$ cat config.mk
export PLATFORM = sky130hd
export DESIGN_NAME = fetch_ctrl_flat
export DESIGN_NICKNAME = d
export VERILOG_FILES = /design/src/rtl/fetch_ctrl_if.sv /design/src/rtl/fetch_ctrl.sv /design/src/flat_wrapper.sv
export SDC_FILE = /design/constraint.sdc
export NUM_CORES = 1
export LEC_CHECK = 0
export ABC_AREA = 1
export CAP_MARGIN = 15
export CORE_ASPECT_RATIO = 1.4
export CORE_MARGIN = 2
export CORE_UTILIZATION = 43
export DETAILED_ROUTE_END_ITERATION = 12
export PLACE_DENSITY_LB_ADDON = 0.12
export SLEW_MARGIN = 20
export SYNTH_ARGS = -nofsm -noshare
export SYNTH_HDL_FRONTEND = slang
export SYNTH_SLANG_ARGS = --single-unit
$ cat constraint.sdc
create_clock -name clk -period 2.15 [get_ports clk]
set_clock_uncertainty 0.2 [all_clocks]
set_input_delay 0.43 -clock clk [delete_from_list [all_inputs] [get_ports clk]]
set_output_delay 0.43 -clock clk [all_outputs]
set_load 0.01 [all_outputs]
$ cat src/rtl/fetch_ctrl_if.sv
// Bundle of PC, instruction-memory and execute-unit handshake signals seen by fetch_ctrl.
// master = fetch sequencer side, slave = PC / memory / execute side.
interface fetch_ctrl_if #(
  parameter int AW = 16,
  parameter int DW = 16
);
  logic [AW-1:0] pc_q;
  logic          pc_inc;
  logic          pc_ld;
  logic [AW-1:0] pc_ld_val;
  logic          mem_cs;
  logic          mem_rd;
  logic [AW-1:0] mem_addr;
  logic [DW-1:0] mem_data;
  logic          exec_done;
  logic          br_taken;
  logic [AW-1:0] br_target;

  modport master (
    input  pc_q, mem_data, exec_done, br_taken, br_target,
    output pc_inc, pc_ld, pc_ld_val, mem_cs, mem_rd, mem_addr
  );

  modport slave (
    output pc_q, mem_data, exec_done, br_taken, br_target,
    input  pc_inc, pc_ld, pc_ld_val, mem_cs, mem_rd, mem_addr
  );
endinterface

$ cat src/rtl/fetch_ctrl.sv
// Instruction-fetch sequencer: FETCH/WAIT/DECODE/EXEC/HALT around a 16-bit PC block.
// Optional interrupt entry and RETI decode are built when FETCH_IRQ_EN is defined.
module fetch_ctrl #(
  parameter int            AW      = 16,
  parameter int            DW      = 16,
  parameter int            MEM_LAT = 2
`ifdef FETCH_IRQ_EN
  ,
  parameter logic [AW-1:0] IRQ_VEC = 16'h0100
`endif
) (
  input  logic          clk,
  input  logic          re,
  input  logic          i_start,
  fetch_ctrl_if.master  bus,
  output logic [DW-1:0] o_ir,
  output logic          o_ir_valid,
  output logic          o_halted,
  output logic [2:0]    o_state,
  output logic [15:0]   o_instr_cnt
`ifdef FETCH_IRQ_EN
  ,
  input  logic          i_irq,
  output logic          o_irq_ack,
  output logic [AW-1:0] o_epc
`endif
);

  localparam logic [2:0] S_IDLE   = 3'd0;
  localparam logic [2:0] S_FETCH  = 3'd1;
  localparam logic [2:0] S_WAIT   = 3'd2;
  localparam logic [2:0] S_DECODE = 3'd3;
  localparam logic [2:0] S_EXEC   = 3'd4;
  localparam logic [2:0] S_HALT   = 3'd5;

  localparam logic [3:0] OP_HALT = 4'hF;
  localparam logic [3:0] OP_JMP  = 4'hE;
`ifdef FETCH_IRQ_EN
  localparam logic [3:0] OP_RETI = 4'hD;
`endif
  localparam logic [3:0] LAT     = 4'(MEM_LAT);

  logic [2:0]    r_state;
  logic [2:0]    w_next;
  logic [3:0]    r_wait;
  logic [AW-1:0] r_addr;
  logic [DW-1:0] r_ir;
  logic [15:0]   r_cnt;
  logic [3:0]    w_opcode;
  logic          w_upd;
  logic          w_upd_ld;
  logic [AW-1:0] w_upd_val;
  logic          w_cnt_inc;
  logic          w_pc_inc;
  logic          w_pc_ld;
  logic [AW-1:0] w_pc_ld_val;
  logic [AW-1:0] w_mem_addr;
`ifdef FETCH_IRQ_EN
  logic          r_irq_en;
  logic [AW-1:0] r_epc;
  logic [AW-1:0] w_epc_nxt;
  logic          w_reti;
  logic          w_irq_take;
`endif

  assign w_opcode = r_ir[DW-1:DW-4];

  // w_upd marks a PC-update point; w_upd_ld/w_upd_val say whether it loads or increments
  always_comb begin
    w_next    = r_state;
    w_upd     = 1'b0;
    w_upd_ld  = 1'b0;
    w_upd_val = '0;
    w_cnt_inc = 1'b0;
`ifdef FETCH_IRQ_EN
    w_reti    = 1'b0;
`endif
    case (r_state)
      S_IDLE: begin
        if (i_start) w_next = S_FETCH;
        else         w_next = S_IDLE;
      end
      S_FETCH: w_next = S_WAIT;
      S_WAIT: begin
        if (r_wait == 4'd1) w_next = S_DECODE;
        else                w_next = S_WAIT;
      end
      S_DECODE: begin
        case (w_opcode)
          OP_HALT: begin
            w_next    = S_HALT;
            w_cnt_inc = 1'b1;
          end
          OP_JMP: begin
            w_next    = S_FETCH;
            w_cnt_inc = 1'b1;
            w_upd     = 1'b1;
            w_upd_ld  = 1'b1;
            w_upd_val = AW'(r_ir[11:0]);
          end
`ifdef FETCH_IRQ_EN
          OP_RETI: begin
            w_next    = S_FETCH;
            w_cnt_inc = 1'b1;
            w_reti    = 1'b1;
          end
`endif
          default: w_next = S_EXEC;
        endcase
      end
      S_EXEC: begin
        if (bus.exec_done) begin
          w_next    = S_FETCH;
          w_cnt_inc = 1'b1;
          w_upd     = 1'b1;
          w_upd_ld  = bus.br_taken;
          w_upd_val = bus.br_taken ? bus.br_target : '0;
        end else begin
          w_next    = S_EXEC;
        end
      end
      S_HALT: begin
        if (i_start) begin
          w_next = S_FETCH;
          w_upd  = 1'b1;
        end else begin
          w_next = S_HALT;
        end
      end
      default: w_next = S_IDLE;
    endcase
  end

  // PC strobes; an accepted interrupt replaces the normal update with a load of the vector
  always_comb begin
    w_pc_inc    = 1'b0;
    w_pc_ld     = 1'b0;
    w_pc_ld_val = '0;
`ifdef FETCH_IRQ_EN
    w_irq_take  = 1'b0;
    w_epc_nxt   = w_upd_ld ? w_upd_val : bus.pc_q + AW'(1);
    if (w_upd && i_irq && r_irq_en) begin
      w_irq_take  = 1'b1;
      w_pc_ld     = 1'b1;
      w_pc_ld_val = IRQ_VEC;
    end else if (w_upd) begin
      w_pc_inc    = ~w_upd_ld;
      w_pc_ld     = w_upd_ld;
      w_pc_ld_val = w_upd_val;
    end else if (w_reti) begin
      w_pc_ld     = 1'b1;
      w_pc_ld_val = r_epc;
    end else begin
      w_irq_take  = 1'b0;
    end
`else
    if (w_upd) begin
      w_pc_inc    = ~w_upd_ld;
      w_pc_ld     = w_upd_ld;
      w_pc_ld_val = w_upd_val;
    end else begin
      w_pc_ld     = 1'b0;
    end
`endif
  end

  // FETCH presents the live PC; WAIT holds the copy latched at the end of FETCH
  always_comb begin
    case (r_state)
      S_FETCH: w_mem_addr = bus.pc_q;
      S_WAIT:  w_mem_addr = r_addr;
      default: w_mem_addr = '0;
    endcase
  end

  // State, wait counter, address hold, IR and retired count
  always_ff @(posedge clk or posedge re) begin
    if (re) begin
      r_state <= S_IDLE;
      r_wait  <= 4'd0;
      r_addr  <= '0;
      r_ir    <= '0;
      r_cnt   <= 16'd0;
    end else begin
      r_state <= w_next;
      if (r_state == S_FETCH) begin
        r_wait <= LAT;
        r_addr <= bus.pc_q;
      end else if (r_state == S_WAIT) begin
        r_wait <= r_wait - 4'd1;
      end else begin
        r_wait <= r_wait;
      end
      if ((r_state == S_WAIT) && (r_wait == 4'd1)) r_ir <= bus.mem_data;
      if (w_cnt_inc) r_cnt <= r_cnt + 16'd1;
    end
  end

`ifdef FETCH_IRQ_EN
  // Interrupt enable and saved return address
  always_ff @(posedge clk or posedge re) begin
    if (re) begin
      r_irq_en <= 1'b1;
      r_epc    <= '0;
    end else if (w_irq_take) begin
      r_irq_en <= 1'b0;
      r_epc    <= w_epc_nxt;
    end else if (w_reti) begin
      r_irq_en <= 1'b1;
    end
  end

  assign o_irq_ack = w_irq_take;
  assign o_epc     = r_epc;
`endif

  assign bus.pc_inc    = w_pc_inc;
  assign bus.pc_ld     = w_pc_ld;
  assign bus.pc_ld_val = w_pc_ld_val;
  assign bus.mem_cs    = (r_state == S_FETCH) || (r_state == S_WAIT);
  assign bus.mem_rd    = (r_state == S_FETCH) || (r_state == S_WAIT);
  assign bus.mem_addr  = w_mem_addr;
  assign o_ir          = r_ir;
  assign o_ir_valid    = (r_state == S_DECODE);
  assign o_halted      = (r_state == S_HALT);
  assign o_state       = r_state;
  assign o_instr_cnt   = r_cnt;

endmodule

$ cat src/flat_wrapper.sv
// flat-port wrapper written by rule: the top's interface ports become plain ports
module fetch_ctrl_flat 
#(
  parameter int            AW      = 16,
  parameter int            DW      = 16,
  parameter int            MEM_LAT = 2

)
  (clk, re, i_start, o_ir, o_ir_valid, o_halted, o_state, o_instr_cnt, bus_pc_q, bus_mem_data, bus_exec_done, bus_br_taken, bus_br_target, bus_pc_inc, bus_pc_ld, bus_pc_ld_val, bus_mem_cs, bus_mem_rd, bus_mem_addr);
  fetch_ctrl_if #(.AW(AW), .DW(DW)) bus_i ();
  input  logic clk;
  input  logic re;
  input  logic i_start;
  output logic [DW-1:0] o_ir;
  output logic o_ir_valid;
  output logic o_halted;
  output logic [2:0] o_state;
  output logic [15:0] o_instr_cnt;
  input wire logic [$bits(bus_i.pc_q)-1:0] bus_pc_q;
  input wire logic [$bits(bus_i.mem_data)-1:0] bus_mem_data;
  input wire logic [$bits(bus_i.exec_done)-1:0] bus_exec_done;
  input wire logic [$bits(bus_i.br_taken)-1:0] bus_br_taken;
  input wire logic [$bits(bus_i.br_target)-1:0] bus_br_target;
  output wire logic [$bits(bus_i.pc_inc)-1:0] bus_pc_inc;
  output wire logic [$bits(bus_i.pc_ld)-1:0] bus_pc_ld;
  output wire logic [$bits(bus_i.pc_ld_val)-1:0] bus_pc_ld_val;
  output wire logic [$bits(bus_i.mem_cs)-1:0] bus_mem_cs;
  output wire logic [$bits(bus_i.mem_rd)-1:0] bus_mem_rd;
  output wire logic [$bits(bus_i.mem_addr)-1:0] bus_mem_addr;
  assign bus_i.pc_q = bus_pc_q;
  assign bus_i.mem_data = bus_mem_data;
  assign bus_i.exec_done = bus_exec_done;
  assign bus_i.br_taken = bus_br_taken;
  assign bus_i.br_target = bus_br_target;
  assign bus_pc_inc = bus_i.pc_inc;
  assign bus_pc_ld = bus_i.pc_ld;
  assign bus_pc_ld_val = bus_i.pc_ld_val;
  assign bus_mem_cs = bus_i.mem_cs;
  assign bus_mem_rd = bus_i.mem_rd;
  assign bus_mem_addr = bus_i.mem_addr;
  fetch_ctrl #(.AW(AW), .DW(DW), .MEM_LAT(MEM_LAT)) u_core (.clk(clk), .re(re), .i_start(i_start), .bus(bus_i), .o_ir(o_ir), .o_ir_valid(o_ir_valid), .o_halted(o_halted), .o_state(o_state), .o_instr_cnt(o_instr_cnt));
endmodule
==> reports/metrics.csv, run 1 <==
stage;metric;value;unit
synth;number of synthesized flops with an enable pin;0;
synth;Synth area leaders;dfrtp_1, nand2_1, inv_1;
sta;fin crit share;1.074;
sta;worst hold margin;222.7;ps
global_routing;number of global-route vias before repair;2795;
clocking;clk root buf;clkbuf_8;
die;Initial Util;0.4448;
synth;synthesized area per cell;7.588;sq um
placed_design;port bufs;125;
clocking;Longest Clk Path Bufs;2;
setup_path;data required time of the critical path;1520;ps
synth;Distinct cells, synth;26;
synth;Yosys top cell area share;0.4711;
synth;main flop type after synthesis;dfrtp_1;
sta;Worst Tran Pin Value;414.6;ps
placed_design;post-DP HPWL;5692;microns
pwr;Pwr Total;5.270;mW
final_layout;Layout area overhead;61.67;%
sta;final setup margin;-158.9;ps
run_status;status;finished with violations;
die;core region area;6569;sq um
clocking;worst skew pair latency;310;ps
global_routing;total gr overflow;0;
drt;Post-DRT Antenna Nets;0;
sta;fin crit period;2309;ps
drt;total iterations of the first detailed-routing run;4;
die;# rows;35;
clocking;Max H-tree Level;2;
global_routing;largest net degree at the start of global routing;34;
clocking;hold buffers post-CTS;0;
setup_path;worst-path fanout max;4;
setup_path;CP startpoint kind;flop;
flow_run;maxcap violations;0;
synth;yosys warns;0;
clocking;Sink Count;55;
die;Chip Width;73.67;microns
synth;sequential share of the synthesized area;0.4711;
synth;Synth Cell Area;2922;sq um
synth;cell count after synthesis;385;
setup_path;Worst EP arrival;1680;ps
setup_path;Setup crit end kind;output pin;
clocking;CTS Buf Count;5;
setup_path;kind of critical path;flop to output pin;
synth;Synth async-reset ratio;1.000;
pwr;Peak VDD IR;621.7;uV
run_status;failing checks;negative setup slack;
drt;Post-Route WL;7797;microns
placed_design;routability cong.;0.8313;
sta;relative slew slack;0.7232;
sta;final-report max-slew violation count;0;
synth;leading area contributor after synthesis;dfrtp_1;
sta;unrepaired setup endpoints after global routing;yes;
sta;# setup viols final;33;
synth;most common cell in the netlist;nand2_1;
drt;post-DR vias/cell;4.816;
drt;DRC viols;0;
final_layout;share of cells above drive strength 1;0.2373;
die;Die H;101.5;microns
hold_path;worst min path class;input pin to asynchronous set/reset pin;
global_routing;global-route wire length before repair;12390;microns
synth;syn nets;441;
clocking;clock transition at the registers of the reported paths;100;ps
die;# IOs;126;
global_routing;Total GRT Usage;0.2064;
sta;achievable clock frequency;433.1;MHz
drt;total via count in the routed design;3015;
synth;Commonest cells post-synth;nand2_1, inv_1, dfrtp_1;
global_routing;antenna violations before repair;0;
clocking;TritonCTS clock tree;yes;
final_layout;antenna fix cells;0;
die;die area;7479;sq um
drt;DR WL/cell;12.46;microns
sta;Final Hold Vio Count;0;
final_layout;Layout Nets;607;
pwr;Leak;2.410;nW
synth;flops & latches, synth;55;
pwr;pwr dens;1116;nW/um^2
final_layout;# fillers;542;
drt;Iteration-0 DRC Markers;95;
kinds of logic after synthesis:
family	count (synthesis)	synth area share
xor gates and xnor gates	11	0.03298
and+or+nand+nor	154	0.2291
DFF	55	0.4711
buffers and inverters	93	0.1323
adders and majority gates	3	0.01285
AOI/OAI and AO/OA	69	0.1216
path summary, 6_finish.rpt:
check                                       start               endpoint  slack [ps]  cells after the start
min in group clk                 u_core.r_addr[8]       u_core.r_addr[8]         290                      2
worst min-delay path                           re       u_core.r_addr[2]         220                      2
max in group asynchronous                      re  u_core.o_instr_cnt[9]        1060                      3
worst max-delay path            u_core.o_state[1]      bus_pc_ld_val[14]        -160                      6
worst max register to register  u_core.o_state[0]         u_core.o_ir[8]         230                      9
worst min register to register   u_core.r_addr[8]       u_core.r_addr[8]         290                      2
final cells by class:
class,instances,area [sq um],share of cell area
timing repair buffer,174,1558,0.3298
sequential,55,1378,0.2917
multi-input combinational,238,1285,0.2721
inverter,77,294.0,0.06225
tap,74,92.59,0.01960
clock buffer,5,68.82,0.01457
clock inverter,3,47.55,0.01007
layout by cell type (no fill, tap or decap), drive strengths merged:
cell           Yosys  layout
o21ai             64      64
dfrtp             55      55
nand4              7       7
xor2               4       4
bufinv             0       1
nor2              17      17
xnor2              7       7
o22ai              1       1
buf               13      85
a21oi              2       2
nand3             27      28
nor3               5       5
clkbuf             3       6
clkdlybuf4s50      0      84
a31oi              1       1
o221ai             1       1
clkinv             0       1
ha                 3       3
nand2             98      98
dlygate4sd2        0       4
inv               77      78
what timing repair did:
action | CTS | global route
hold endpoints to repair | 0 | 0
cloned | 2 | 0
setup buffers | 16 | 4
pin swaps | 7 | 10
gates resized for setup | 189 | 29
setup endpoints to repair | 38 | 38
per-layer routing:
layer,track usage,wire (microns)
met1,0.2502,3269
met2,0.3661,3894
met3,0.04279,496
met4,0.05734,138
met5,0,0
through the flow:
step           cell area (sq um)  instances  setup WS (ps)  utilization  setup TNS [ps]
2_1_floorplan               2922        385          177.1            -               0
3_3_place_gp                4471        600         -453.3       0.6806           -9717
3_5_place_dp                4471        600         -505.1       0.6806          -10550
4_1_cts                     4638        625         -205.1       0.7061           -3516
5_1_grt                     4723        626         -246.9       0.7190           -6292
6_report                    4723        626         -158.9       0.7190           -2725
registers in the layout (all words and copies together) (netlist names):
signal              count
u_core.o_instr_cnt     16
u_core.o_state          3
u_core.r_wait           4
u_core.o_ir            16
u_core.r_addr          16
worst max-delay path: stages, from the launching register on:
cell and delay, ps:
dfrtp_2 460, nor3_4 290, nand3_4 160, buf_6 170, buf_6 100, nor2_2 60
buf_2 130
report_power, final:
part	switching [mW]	total, mW	internal [mW]	leakage (nW)
clock network	0.349	0.702	0.354	0.0587
registers	0.309	1.75	1.44	0.668
logic	1.36	2.82	1.46	1.68
No activity file was read; power rests on OpenSTA's default activity.
==> inputs of run 2 (changes only) <==
==> constraint.sdc (replaced) <==
create_clock -name clk -period 2.15 [get_ports clk]
set_clock_uncertainty 0.2 [all_clocks]
set_input_delay 0.215 -clock clk [delete_from_list [all_inputs] [get_ports clk]]
set_output_delay 0.215 -clock clk [all_outputs]
set_load 0.01 [all_outputs]
==> run 2 against run 1 <==
Net effect:
- the run now ends clean
- highest routed layer unchanged
- critical path depth unchanged
- non-clock buffer count down 27
- critical endpoint is now bus_pc_ld_val[3]
- clock-buffer cell count up 1
- worst setup slack better by 220 ps
- sequential power about the same
- final cell count down 4.2%
- first-iteration DRC count up 18%
- sequential share of layout area up 1.8 points
==> reports/metrics.csv, run 2 (same netlist as run 1, synthesis figures left out) <==
stage;metric;value;unit;change
run_status;status;completed;;was finished with violations
drt;Post-DRT Antenna Nets;0;;unchanged
placed_design;dpl ws;-113.8;ps;was -505.1 ps
die;# rows;35;;unchanged
placed_design;port bufs;125;;unchanged
clocking;Longest Clk Path Bufs;2;;unchanged
setup_path;Critical R2R Launch;u_core.o_state[1];;was u_core.o_state[0]
sta;fin crit period;2086;ps;was 2309 ps
placed_design;post-DP HPWL;5464;microns;was 5692 microns
final_layout;Layout area overhead;51.95;%;was 61.67%
hold_path;worst min path class;input pin to asynchronous set/reset pin;;unchanged
final_layout;# fillers;565;;was 542
die;core region area;6569;sq um;unchanged
sta;fin crit share;0.9704;;was 1.074
setup_path;Setup crit end kind;output pin;;unchanged
drt;total iterations of the first detailed-routing run;4;;unchanged
setup_path;CP startpoint kind;flop;;unchanged
global_routing;total gr overflow;0;;unchanged
setup_path;worst reg2reg path depth;10;;was 9
final_layout;antenna fix cells;0;;unchanged
flow_run;maxcap violations;0;;unchanged
clocking;Sink Count;55;;unchanged
clocking;worst skew pair latency;300;ps;was 310 ps
drt;DR WL/cell;13.04;microns;was 12.46 microns
clocking;CTS Buf Count;5;;unchanged
clocking;clock transition at the registers of the reported paths;100;ps;about the same
sta;Final Hold Vio Count;0;;unchanged
die;die area;7479;sq um;unchanged
global_routing;busiest grt layer;met2;;unchanged
sta;Worst Tran Pin Value;564.7;ps;was 414.6 ps
final_layout;share of cells above drive strength 1;0.1483;;was 0.2373
setup_path;data required time of the critical path;1740;ps;was 1520 ps
setup_path;crit-path max cell delay;410;ps;was 460 ps
global_routing;GRT met1 Usage;0.2691;;was 0.2502
sta;achievable clock frequency;479.3;MHz;was 433.1 MHz
global_routing;number of global-route vias before repair;2787;;was 2795
setup_path;slowest CP cell;dfrtp_1;;was dfrtp_2
clocking;TritonCTS clock tree;yes;;unchanged
drt;Post-Route WL;7824;microns;was 7797 microns
sta;relative slew slack;0.6221;;was 0.7232
clocking;clk root buf;clkbuf_8;;unchanged
global_routing;met3 usage;0.05274;;was 0.04279
global_routing;global-route wire length before repair;13050;microns;was 12390 microns
setup_path;crit path buf inv count;3;;unchanged
drt;DRC viols;0;;unchanged
setup_path;Worst EP arrival;1670;ps;was 1680 ps
setup_path;cell family with the largest share of critical-path delay;buffers and inverters;;was simple AND/OR/NAND/NOR gates
die;Chip Width;73.67;microns;unchanged
final_layout;leading cell type in the layout, fill and taps excluded;nand2_1;;unchanged
global_routing;largest net degree at the start of global routing;34;;unchanged
die;Initial Util;0.4448;;unchanged
final_layout;Layout Nets;581;;was 607
global_routing;Total GRT Usage;0.2181;;was 0.2064
global_routing;antenna violations before repair;0;;unchanged
pwr;pwr dens;1115;nW/um^2;was 1116 nW/um^2
pwr;Peak VDD IR;637.9;uV;was 621.7 uV
die;# IOs;126;;unchanged
setup_path;R2R Path End;u_core.o_ir[10];;was u_core.o_ir[8]
sta;# setup viols final;0;;was 33
placed_design;routability cong.;0.8292;;was 0.8313
drt;Iteration-0 DRC Markers;112;;was 95
sta;unrepaired setup endpoints after global routing;yes;;unchanged
drt;post-DR vias/cell;4.870;;was 4.816
global_routing;met2 usage;0.3839;;was 0.3661
setup_path;worst-path fanout max;8;;was 4
setup_path;kind of critical path;flop to output pin;;unchanged
setup_path;Reg2Reg Setup Slack;200;ps;was 230 ps
sta;final-report max-slew violation count;0;;unchanged
die;Die H;101.5;microns;unchanged
final_layout;most frequent cells in the layout;nand2_1, clkdlybuf4s50_1, inv_1;;unchanged
drt;total via count in the routed design;2922;;was 3015
setup_path;CP startpoint;u_core.o_state[1];;unchanged
clocking;Max H-tree Level;2;;unchanged
sta;final setup margin;63.54;ps;was -158.9 ps
setup_path;worst-path cell chain;buf_4 > nor3_4 > buf_12 > nand3_4 > o21ai_0 > clkbuf_2;;was nor3_4 > nand3_4 > buf_6 > buf_6 > nor2_2 > buf_2
pwr;Leak;2.258;nW;was 2.410 nW
sta;TNS Setup;0;ps;was -2725 ps
run 2: cell types whose count changed in the layout (fill, tap and decap cells not counted), moves of 4 or more:
cell,before,now
clkbuf_2,1,16
buf_4,33,11
o21ai_2,10,2
buf_2,32,12
nand3_1,20,24
o21ai_1,20,30
buf_6,15,6
nor2_1,13,17
run 2: worst max path at each step:
stage,endpoint,cells past startpoint
after floorplan,u_core.o_instr_cnt[0],1
after global placement,bus_pc_ld_val[5],4
after detailed placement,bus_pc_ld_val[0],4
after CTS,bus_mem_addr[9],7
after global routing,bus_mem_addr[13],8
final,bus_pc_ld_val[3],6
run 2: tightest hold or removal path: cells and delay by family:
family | cells | cell delay, ps
buffers and inverters | 3 | 780
run 2: report_power, final:
part,switching (mW),internal [mW]
Clock,0.328,0.229
Combinational,1.30,1.34
Sequential,0.310,1.44
run 2: per-layer routing:
| metal | up-vias | part of all wire |
|---|---|---|
| li1 | 1481 | - |
| met1 | 1332 | 0.41 |
| met2 | 102 | 0.51 |
| met3 | 7 | 0.070 |
| met4 | 0 | 0.0075 |
| met5 | - | 0 |
run 2: layout make-up:
type | instances | area (sq um) | area share
Sequential cell | 55 | 1376 | 0.3100
Timing Repair Buffer | 147 | 1368 | 0.3081
Multi-Input combinational cell | 239 | 1226 | 0.2762
Inverter | 77 | 291.5 | 0.06567
Tap cell | 74 | 92.59 | 0.02086
Clock buffer | 6 | 72.57 | 0.01635
Clock inverter | 2 | 12.51 | 0.002818
run 2: stage by stage:
step	area (sq um)	instances	power [mW]	hold slack, ps	utilization
detailed placement	4305	583	4.295	273.6	0.6554
floorplan	2922	385	2.971	148.2	-
global route	4439	600	5.350	97.27	0.6758
CTS	4504	599	4.985	84.99	0.6857
global placement	4305	583	4.228	265.4	0.6554
finish	4439	600	4.949	75.57	0.6758
run 2: repair_timing:
| action | in CTS | in global routing |
|---|---|---|
| endpoints found under the setup margin | 37 | 50 |
| gates cloned | 4 | 0 |
| pin swaps | 1 | 2 |
| hold buffers | 0 | 0 |
| resized for setup | 76 | 77 |
| buffers inserted | 4 | 1 |
